==> src/rtl/cpu_io_pkg.sv <==
// ---------------------------------------------------------------------------
// cpu_io_pkg
// Shared constants for the cpu_top external I/O port pair. The word width is
// used by the cpu_top wrapper, the I/O bridge and its bench so that all three
// agree on the size of x2/y2.
// ---------------------------------------------------------------------------
package cpu_io_pkg;

    // Width of the cpu_top x2/y2 data words.
    localparam int DATA_W = 30;

    // Default number of CPU->host FIFO entries (power of two, at least 2).
    localparam int FIFO_DEPTH = 4;

    // Occupancy counter width for a FIFO of the given depth: holds 0..depth.
    function automatic int cnt_width(input int depth);
        return $clog2(depth) + 1;
    endfunction

endpackage

==> src/rtl/sync_fifo.sv <==
// ---------------------------------------------------------------------------
// sync_fifo
// Single-clock FIFO with registered storage and no fall-through: a word
// written in one cycle appears at the head the following cycle. Requests are
// qualified internally, so a push while full or a pop while empty is ignored.
//
// Ports
//   clk      in   1       rising-edge clock
//   rst      in   1       asynchronous active-high reset (pointers/count only)
//   push_req in   1       write wr_data if not full
//   wr_data  in   DATA_W  word to write
//   pop_req  in   1       advance head if not empty
//   rd_data  out  DATA_W  head word (meaningful when !empty)
//   count    out  CNT_W   occupancy 0..DEPTH
//   full     out  1       count == DEPTH
//   empty    out  1       count == 0
// ---------------------------------------------------------------------------
module sync_fifo
    import cpu_io_pkg::*;
#(
    parameter int DATA_W = cpu_io_pkg::DATA_W,
    parameter int DEPTH  = cpu_io_pkg::FIFO_DEPTH,
    localparam int CNT_W = cnt_width(DEPTH),
    localparam int PTR_W = $clog2(DEPTH)
) (
    input  logic              clk,
    input  logic              rst,
    input  logic              push_req,
    input  logic [DATA_W-1:0] wr_data,
    input  logic              pop_req,
    output logic [DATA_W-1:0] rd_data,
    output logic [CNT_W-1:0]  count,
    output logic              full,
    output logic              empty
);

    logic [DATA_W-1:0] mem [DEPTH];
    logic [PTR_W-1:0]  wr_ptr;
    logic [PTR_W-1:0]  rd_ptr;
    logic              push;
    logic              pop;

    // Status comes straight from the registered count, so a pop in the same
    // cycle as full does not reopen the write side until the next cycle.
    assign full  = (count == CNT_W'(DEPTH));
    assign empty = (count == '0);
    assign push  = push_req && !full;
    assign pop   = pop_req && !empty;

    // Head word is a plain read of the storage array at the read pointer.
    assign rd_data = mem[rd_ptr];

    // Storage array is deliberately left out of reset; only the pointers and
    // count define which entries hold live data.
    always_ff @(posedge clk) begin
        if (push) begin
            mem[wr_ptr] <= wr_data;
        end
    end

    // Pointers wrap naturally because DEPTH is a power of two. The count only
    // moves when exactly one of push/pop happens.
    always_ff @(posedge clk or posedge rst) begin
        if (rst) begin
            wr_ptr <= '0;
            rd_ptr <= '0;
            count  <= '0;
        end else begin
            if (push) begin
                wr_ptr <= wr_ptr + 1'b1;
            end
            if (pop) begin
                rd_ptr <= rd_ptr + 1'b1;
            end
            case ({push, pop})
                2'b10:   count <= count + 1'b1;
                2'b01:   count <= count - 1'b1;
                default: count <= count;
            endcase
        end
    end

endmodule

==> src/rtl/cpu_io_bridge.sv <==
// ---------------------------------------------------------------------------
// cpu_io_bridge
// External-side endpoint for cpu_top's x/y I/O ports. Words the CPU emits on
// y2 (strobed by y1) are buffered for a host reader; the host loads a mailbox
// word that the CPU sees on x2. x1 tells the CPU whether the buffer has room.
//
// Ports
//   clk, rst       clock / asynchronous active-high reset
//   cpu_y1, cpu_y2 CPU push strobe and data word
//   cpu_x1         ready to CPU (buffer not full)
//   cpu_x2         registered mailbox word to CPU
//   host_rd_valid  buffer non-empty
//   host_rd_data   buffer head word
//   host_rd_pop    consume head word
//   host_wr_en     load mailbox with host_wr_data
//   host_clr_ovf   clear sticky overflow flag
//   fifo_count     buffer occupancy
//   ovf            sticky: CPU strobed a word while not ready
// ---------------------------------------------------------------------------
module cpu_io_bridge
    import cpu_io_pkg::*;
#(
    parameter int DATA_W = cpu_io_pkg::DATA_W,
    parameter int DEPTH  = cpu_io_pkg::FIFO_DEPTH,
    localparam int CNT_W = cnt_width(DEPTH)
) (
    input  logic              clk,
    input  logic              rst,
    input  logic              cpu_y1,
    input  logic [DATA_W-1:0] cpu_y2,
    output logic              cpu_x1,
    output logic [DATA_W-1:0] cpu_x2,
    output logic              host_rd_valid,
    output logic [DATA_W-1:0] host_rd_data,
    input  logic              host_rd_pop,
    input  logic              host_wr_en,
    input  logic [DATA_W-1:0] host_wr_data,
    input  logic              host_clr_ovf,
    output logic [CNT_W-1:0]  fifo_count,
    output logic              ovf
);

    logic full;
    logic empty;

    sync_fifo #(
        .DATA_W (DATA_W),
        .DEPTH  (DEPTH)
    ) u_fifo (
        .clk      (clk),
        .rst      (rst),
        .push_req (cpu_y1),
        .wr_data  (cpu_y2),
        .pop_req  (host_rd_pop),
        .rd_data  (host_rd_data),
        .count    (fifo_count),
        .full     (full),
        .empty    (empty)
    );

    assign cpu_x1        = !full;
    assign host_rd_valid = !empty;

    // Mailbox word presented to the CPU; changes only on a host write.
    always_ff @(posedge clk or posedge rst) begin
        if (rst) begin
            cpu_x2 <= '0;
        end else if (host_wr_en) begin
            cpu_x2 <= host_wr_data;
        end
    end

    // Sticky overflow: a dropped word sets it, and setting takes priority over
    // a host clear arriving in the same cycle so no drop goes unnoticed.
    always_ff @(posedge clk or posedge rst) begin
        if (rst) begin
            ovf <= 1'b0;
        end else if (cpu_y1 && full) begin
            ovf <= 1'b1;
        end else if (host_clr_ovf) begin
            ovf <= 1'b0;
        end
    end

endmodule
==> config.mk <==
export PLATFORM = sky130hd
export DESIGN_NAME = cpu_io_bridge
export DESIGN_NICKNAME = d
export VERILOG_FILES = /design/src/rtl/cpu_io_pkg.sv /design/src/rtl/sync_fifo.sv /design/src/rtl/cpu_io_bridge.sv
export SDC_FILE = /design/constraint.sdc
export NUM_CORES = 1
export LEC_CHECK = 0
export ABC_AREA = 1
export CORE_MARGIN = 2
export CORE_UTILIZATION = 49
export DETAILED_ROUTE_END_ITERATION = 7
export GPL_TIMING_DRIVEN = 0
export PLACE_DENSITY = 0.75
export SYNTH_ARGS = -nofsm -noshare
export SYNTH_HDL_FRONTEND = slang
export SYNTH_SLANG_ARGS = --single-unit
==> constraint.sdc <==
create_clock -name clk -period 3.25 [get_ports clk]
set_input_delay 0.65 -clock clk [delete_from_list [all_inputs] [get_ports clk]]
set_output_delay 0.65 -clock clk [all_outputs]
set_load 0.01 [all_outputs]
==> key figures, run 1 <==
Outcome
  – Outcome: completed

Detailed routing
  – Vias/cell: 5.02
  – Met3 wire length: about 1.1 mm
  – Max layer used: met4
  – Drt wl/cell: 16.8 um
  – Met2 wire len: 6.85 mm
  – DR iter-0 viols: 291
  – Vias: 4,094
  – Post-Route WL: 13.7 mm
  – Wl on met1: 5.57 mm
  – DRC viols: 0
  – TritonRoute pass-1 iters: 6
  – Post-DRT Antenna Nets: 0

Timing
  – Setup tns final: 0 ns
  – Clock Skews: between 0.01 and 0.015 ns
  – Fin crit share: 88.4%
  – Fin crit period: 2.87 ns
  – Final Max Slew Viols: 0
  – Final setup vio count: 0
  – Slew @ Worst Pin: 0.779 ns
  – Worst rel slew slack: 48.0%
  – Final Hold Vio Count: 0
  – Final worst setup slack: 0.378 ns
  – RSZ-0062 raised after global routing: false
  – Max Freq: 348 MHz

Critical path
  – Startpoint Class: register
  – Crit-path leading delay family: buffers and inverters
  – Crit end category: output port
  – Crit path max-delay cell type: clkdlybuf4s50_1
  – Biggest cell delay along the critical path: 0.54 ns
  – Critical Path AT: approximately 2.2 ns
  – Critical Path Source: u_fifo.rd_ptr[1]
  – Critical path class: reg2out
  – R2R Path Start: u_fifo.count[0]
  – Highest net fanout along the worst path: 10
  – Critical-path cell list: buf_2 > clkbuf_1 > o211ai_1 > nand2_1 > clkdlybuf4s50_1
  – Critical path data required time: approximately 2.6 ns
  – CP Buf/Inv Count: 3

Logic synthesis
  – Top cell type by total area after synthesis: edfxtp_1
  – Part of the Yosys area used for sequential elements: 70.4%
  – EDFF count, synth: between 100 and 150
  – Ys async rst share: 24.1%
  – Mapped Nets: between 500 and 600
  – Post-synthesis cell type count: 21
  – Share of the synthesized area in the top cell type: 55.7%
  – Synth warn: 0
  – Synth Flop Type: edfxtp_1
  – Synth area leaders: edfxtp_1, dfrtp_1, nand2_1
  – Synth Register Bits: 158
  – Post-Syn Area: 6470 um^2
  – Post-synth top cells: edfxtp_1, nand2_1, inv_1
  – Syn Inst Count: 478
  – Most frequent cell after synthesis: edfxtp_1
  – Mean Syn Cell Area: around 14 um^2

Die
  – Die Y: 119 um
  – Initial core utilization: 50.6%
  – Io pins: between 100 and 150
  – Die ar.: 14,100 um^2
  – Core area: 12,800 um^2
  – Rows: 41
  – Die Wd: 119 um

Final layout
  – Post-layout util: 67.7%
  – Area added between synthesis and finish: 33.7%
  – Layout Nets: around 700
  – ANT cells: 0
  – Share of layout cells above drive strength 1: ~16%
  – Final std cells w/o fill: between 800 and 900

Clock tree
  – TritonCTS buffer count: 17
  – PostCTS Resize Cnt: 0
  – Clock tree root driver cell: clkbuf_16
  – TritonCTS clock tree: yes
  – Clk buf depth: 2
  – Setup Buffers After CTS: 0
  – Sinks on Clock Net: 158
  – Clock transition at the registers of the reported paths: roughly 0.060 ns
  – Worst-Skew Late Latency: 0.42 ns
  – Hold_buf cts: 0
  – H-tree levels: 4

GRT
  – First-pass GRT wire length: 22.3 mm
  – All-Layer GR Usage: just over 20%
  – Largest net degree at the start of global routing: 39
  – Initial antenna violation count: 0
  – Total global routing overflow: 0
  – Vias in the first global route: about 4,500

Placement
  – HPWL Detailed: 9.01 mm
  – Place WS: 0.582 ns
  – Cells after DPL: 784
  – IO buf count: 130
  – Routability cong.: roughly 0.70

Hold path
  – Hold WC Path Type: reg2reg
  – Worst hold start: cpu_x2[18]

Run
  – Max-Cap Viols: 0

Power and ir drop
  – Max IR drop VDD: slightly above 0.4 mV
  – Overall power: 7.35 mW
  – Leakage: ~3.5 nW
  – Pwr Density: 850 nW/um^2
[logic make-up (layout without fill, tap and decap cells)]
logic type      after synthesis  count (layout)  share of synthesized area [%]
xor+xnor                      1               1                          0.135
fa+ha+maj                     6               6                           1.28
mux                          30              30                           5.22
simple gates                120             120                           7.22
compound gates               62              62                           8.61
buf+inv                     101             267                           7.12
flops                       158             158                           70.4
[state kept, by name, summed over array words and instances, names as in the netlist]
signal / count
u_fifo.mem: 120
cpu_x2: 30
u_fifo.count: 3
ovf: 1
u_fifo.rd_ptr: 2
u_fifo.wr_ptr: 2
[layout make-up]
cell class / instances / area, um^2
clock inverter: 9 / 98.8
sequential: 158 / 4550
inverter: 78 / 293
buffer: 23 / 168
multi-input combinational: 219 / 1480
tap: 172 / 215
fill: 924 / 4130
timing repair buffer: 134 / 1390
clock buffer: 23 / 448
[layer usage]
metal,vias up,GRT usage [%]
met2,144,35.4
met4,0,7.29
li1,1958,-
met3,19,8.05
met5,-,0
met1,1973,23.6
[power by group]
group / internal, mW / switching (mW)
combinational: 1.27 / 1.50
clock: 1.12 / 0.732
sequential: 2.59 / 0.131
[stage by stage]
step	hold WS (ns)	instance area, um^2
floorplan	0.484	6470
global placement	0.490	7980
detailed placement	0.495	8100
CTS	0.508	8650
global route	0.524	8650
finish	0.506	8650
[worst reg2reg max path: stages, from the launching register on]
cell and delay [ns]:
dfrtp_1 0.41, inv_2 0.10, nand3_2 0.13, nand2_1 0.39, ha_1 0.28, inv_1 0.08
fa_1 0.38, nand2_1 0.10, nand3_1 0.08, nand2_1 0.06, nand2_1 0.05
[final timing paths]
| kind | cells past startpoint | end | slack (ns) |
|---|---|---|---|
| setup / recovery | 5 | host_rd_data[21] | 0.38 |
| hold / removal | 1 | cpu_x2[18] | 0.51 |
| setup reg to reg | 10 | u_fifo.count[2] | 1.09 |
| hold reg to reg | 1 | cpu_x2[18] | 0.51 |
| max in group asynchronous | 2 | cpu_x2[23] | 2.06 |
| min in group asynchronous | 2 | u_fifo.rd_ptr[1] | 0.69 |
[cells in the final DEF (no fill, tap or decap), types with 2 or more instances in the layout]
cell type	instances
clkdlybuf4s50_1	130
edfxtp_1	120
nand2_1	108
inv_1	74
o211ai_1	41
dfrtp_1	38
mux2_2	30
o211ai_2	19
clkbuf_16	17
clkbuf_1	11
buf_6	9
buf_2	8
nand3_1	6
clkinv_2	6
ha_1	5
inv_2	4
nor2_4	4
buf_12	3
bufinv_16	2
No activity file was read; power rests on OpenSTA's default activity.
==> inputs of run 2 (changes only) <==
SYNTH_HIERARCHICAL = 1   (was default)
==> key figures, run 2 <==
Outcome
  – Outcome: completed

Final layout
  – Fill cells: 959
  – Most common cell after layout, fill and taps aside: nand2_1
  – Max reg flops: 120
  – Layout Nets: approximately 770
  – Share of layout cells above drive strength 1: 8.26%
  – ANT cells: 0
  – Largest registers: u_fifo/mem x120, cpu_x2 x30, u_fifo/count x3
  – Top reg by flops: u_fifo/mem
  – Most frequent cells in the layout: nand2_1, clkdlybuf4s50_1, edfxtp_1
  – Area added between synthesis and finish: 35.4%

GRT
  – All-Layer GR Usage: 21.2%
  – First-pass GRT wire length: between 20 and 25 mm
  – Vias in the first global route: about 4,500
  – Largest net degree at the start of global routing: 32
  – Total global routing overflow: 0
  – Initial antenna violation count: 0

Placement
  – Routability cong.: 0.734
  – HPWL Detailed: 9.35 mm
  – IO buf count: about 130

Logic synthesis
  – Simple-gate share of the synthesized area: between 10% and 20%
  – Ys async rst share: 24.1%
  – Syn Inst Count: 547
  – Top cell type by total area after synthesis: edfxtp_1
  – Most frequent cell after synthesis: nand2_1
  – Synth Area in Compound Gates: 7.11%
  – Area share of xor/xnor cells in the synthesized design: 0.137%
  – Post-synth top cells: nand2_1, edfxtp_1, inv_1
  – Synth area leaders: edfxtp_1, dfrtp_1, nand2_1
  – Synth Register Bits: 158
  – Post-synthesis cell type count: 16
  – Post-synthesis mux area share: 0%
  – Synth Flop Type: edfxtp_1
  – Post-Syn Area: 6400 um^2
  – Mean Syn Cell Area: ~12 um^2
  – Synth Area in Adders: 1.29%
  – Synth warn: 6
  – Largest family of logic cells by synthesized area: simple AND/OR/NAND/NOR gates
  – Share of the synthesized area in the top cell type: 56.3%
  – Mapped Nets: 619
  – Part of the Yosys area used for sequential elements: about 71%
  – EDFF count, synth: 120

Critical path
  – Crit end category: output port
  – Critical Path Source: u_fifo/rd_ptr[0]
  – Critical path class: reg2out
  – Crit path max-delay cell type: clkdlybuf4s50_1
  – Highest net fanout along the worst path: 10
  – Startpoint Class: register
  – Critical-path cell list: inv_2 > clkbuf_1 > nand2_1 > o211ai_1 > nand2_1 > clkdlybuf4s50_1
  – Critical Path AT: between 2 and 2.5 ns
  – R2R Path Start: u_fifo/count[1]
  – Reg2Reg Setup Slack: around 1.1 ns
  – Critical path data required time: approximately 2.6 ns
  – CP most frequent cell: nand2_1
  – Biggest cell delay along the critical path: 0.49 ns

Clock tree
  – PostCTS Resize Cnt: 0
  – H-tree levels: 4
  – Hold_buf cts: 0
  – Worst-Skew Late Latency: 0.42 ns
  – TritonCTS buffer count: 17
  – Setup Buffers After CTS: 0
  – Clock transition at the registers of the reported paths: around 0.060 ns
  – TritonCTS clock tree: yes
  – Sinks on Clock Net: 158
  – Clock tree root driver cell: clkbuf_16
  – Clk buf depth: 2

Detailed routing
  – Vias/cell: 4.91
  – Post-DRT Antenna Nets: 0
  – Max layer used: met4
  – Wl on met1: about 5.6 mm
  – Met3 wire length: 1.08 mm
  – Met2 wire len: 7.02 mm
  – DRC viols: 0
  – Vias: 4,351
  – Drt wl/cell: approximately 16 um
  – TritonRoute pass-1 iters: 5
  – Post-Route WL: 13.9 mm
  – DR iter-0 viols: ~380

Timing
  – Max Freq: 350 MHz
  – Clock Skews: 0.00668 ns
  – Slew @ Worst Pin: 1.15 ns
  – Fin crit period: around 2.9 ns
  – Final Max Slew Viols: 0
  – Final setup vio count: 0
  – Worst rel slew slack: 23.5%
  – Fin crit share: 87.9%
  – RSZ-0062 raised after global routing: false
  – Final Hold Vio Count: 0
  – Setup tns final: 0 ns

Power and ir drop
  – Net Sw Power: 2.37 mW
  – Internal: roughly 5.1 mW
  – Switching power share of the total: 31.7%
  – Leakage: 3.66 nW
  – Clock power frac: 27.1%
  – Max IR drop VDD: roughly 0.38 mV
  – Gate power share: 36.7%
  – Overall power: 7.48 mW
  – Part of the power in registers: 36.3%
  – Pwr Density: 862 nW/um^2

Die
  – Die Y: 118 um
  – Rows: 41
  – Die ar.: 14,000 um^2
  – Core area: ~13,000 um^2
  – Initial core utilization: about half
  – Die Wd: between 100 and 150 um
  – Io pins: 132

Hold path
  – Worst hold start: cpu_x2[20]
  – Hold WC Path Type: reg2reg

Run
  – Max-Cap Viols: 0
## run 2: per-layer routing
layer | vias to the layer above | track usage [%]
met5 | - | 0
met4 | 0 | 7.76
met3 | 20 | 8.59
met2 | 152 | 36.3
met1 | 2065 | 23.7
li1 | 2114 | -
## run 2: cell families (layout without fill, tap and decap cells)
kind of cell | count (synthesis) | after routing
simple gates | 212 | 212
fa+ha+maj | 6 | 6
compound gates | 61 | 61
xor+xnor | 1 | 1
buf+inv | 109 | 276
flops | 158 | 158
## run 2: final timing paths
| kind | depth (start not counted) | endpoint |
|---|---|---|
| max reg2reg | 10 | u_fifo/count[2] |
| max in group asynchronous | 2 | cpu_x2[13] |
| min | 2 | cpu_x2[20] |
| max | 6 | host_rd_data[12] |
| min reg2reg | 2 | cpu_x2[20] |
| min in group asynchronous | 2 | u_fifo/wr_ptr[0] |
## run 2: through the flow
stage | instances | area [um^2] | hold slack [ns] | utilization [%] | worst slack (ns)
2_1_floorplan | 547 | 6400 | 0.453 | - | 0.760
3_3_place_gp | 850 | 7930 | 0.453 | 62.6 | -0.867
3_5_place_dp | 854 | 8070 | 0.458 | 63.7 | 0.630
4_1_cts | 886 | 8670 | 0.473 | 68.4 | 0.376
5_1_grt | 886 | 8670 | 0.495 | 68.4 | 0.265
6_report | 886 | 8670 | 0.468 | 68.4 | 0.395
## run 2: final cells by class
cell class	instances	area [um^2]	share of cell area (%)
Buffer	25	180	2.08
Inverter	84	315	3.64
Timing Repair Buffer	135	1420	16.4
Clock buffer	20	437	5.04
Sequential cell	158	4550	52.5
Multi-Input combinational cell	280	1380	16.0
Tap cell	172	215	2.48
Clock inverter	12	165	1.90
## run 2: critical path, delay by kind of cell, from the launching register on
kind,cells,cell delay [ns]
AO/OA/AOI/OAI,1,0.12
flip-flops,1,0.40
buffers and inverters,3,1.02
AND/OR/NAND/NOR,2,0.25
## run 2: power groups by stage
stage | combinational [mW] | sequential [mW] | clock (mW)
2_1_floorplan | 1.37 | 2.76 | 0
3_3_place_gp | 2.56 | 2.76 | 0
3_5_place_dp | 2.75 | 2.75 | 0
4_1_cts | 2.77 | 2.71 | 2.05
5_1_grt | 2.99 | 2.74 | 2.14
6_report | 2.74 | 2.71 | 2.02
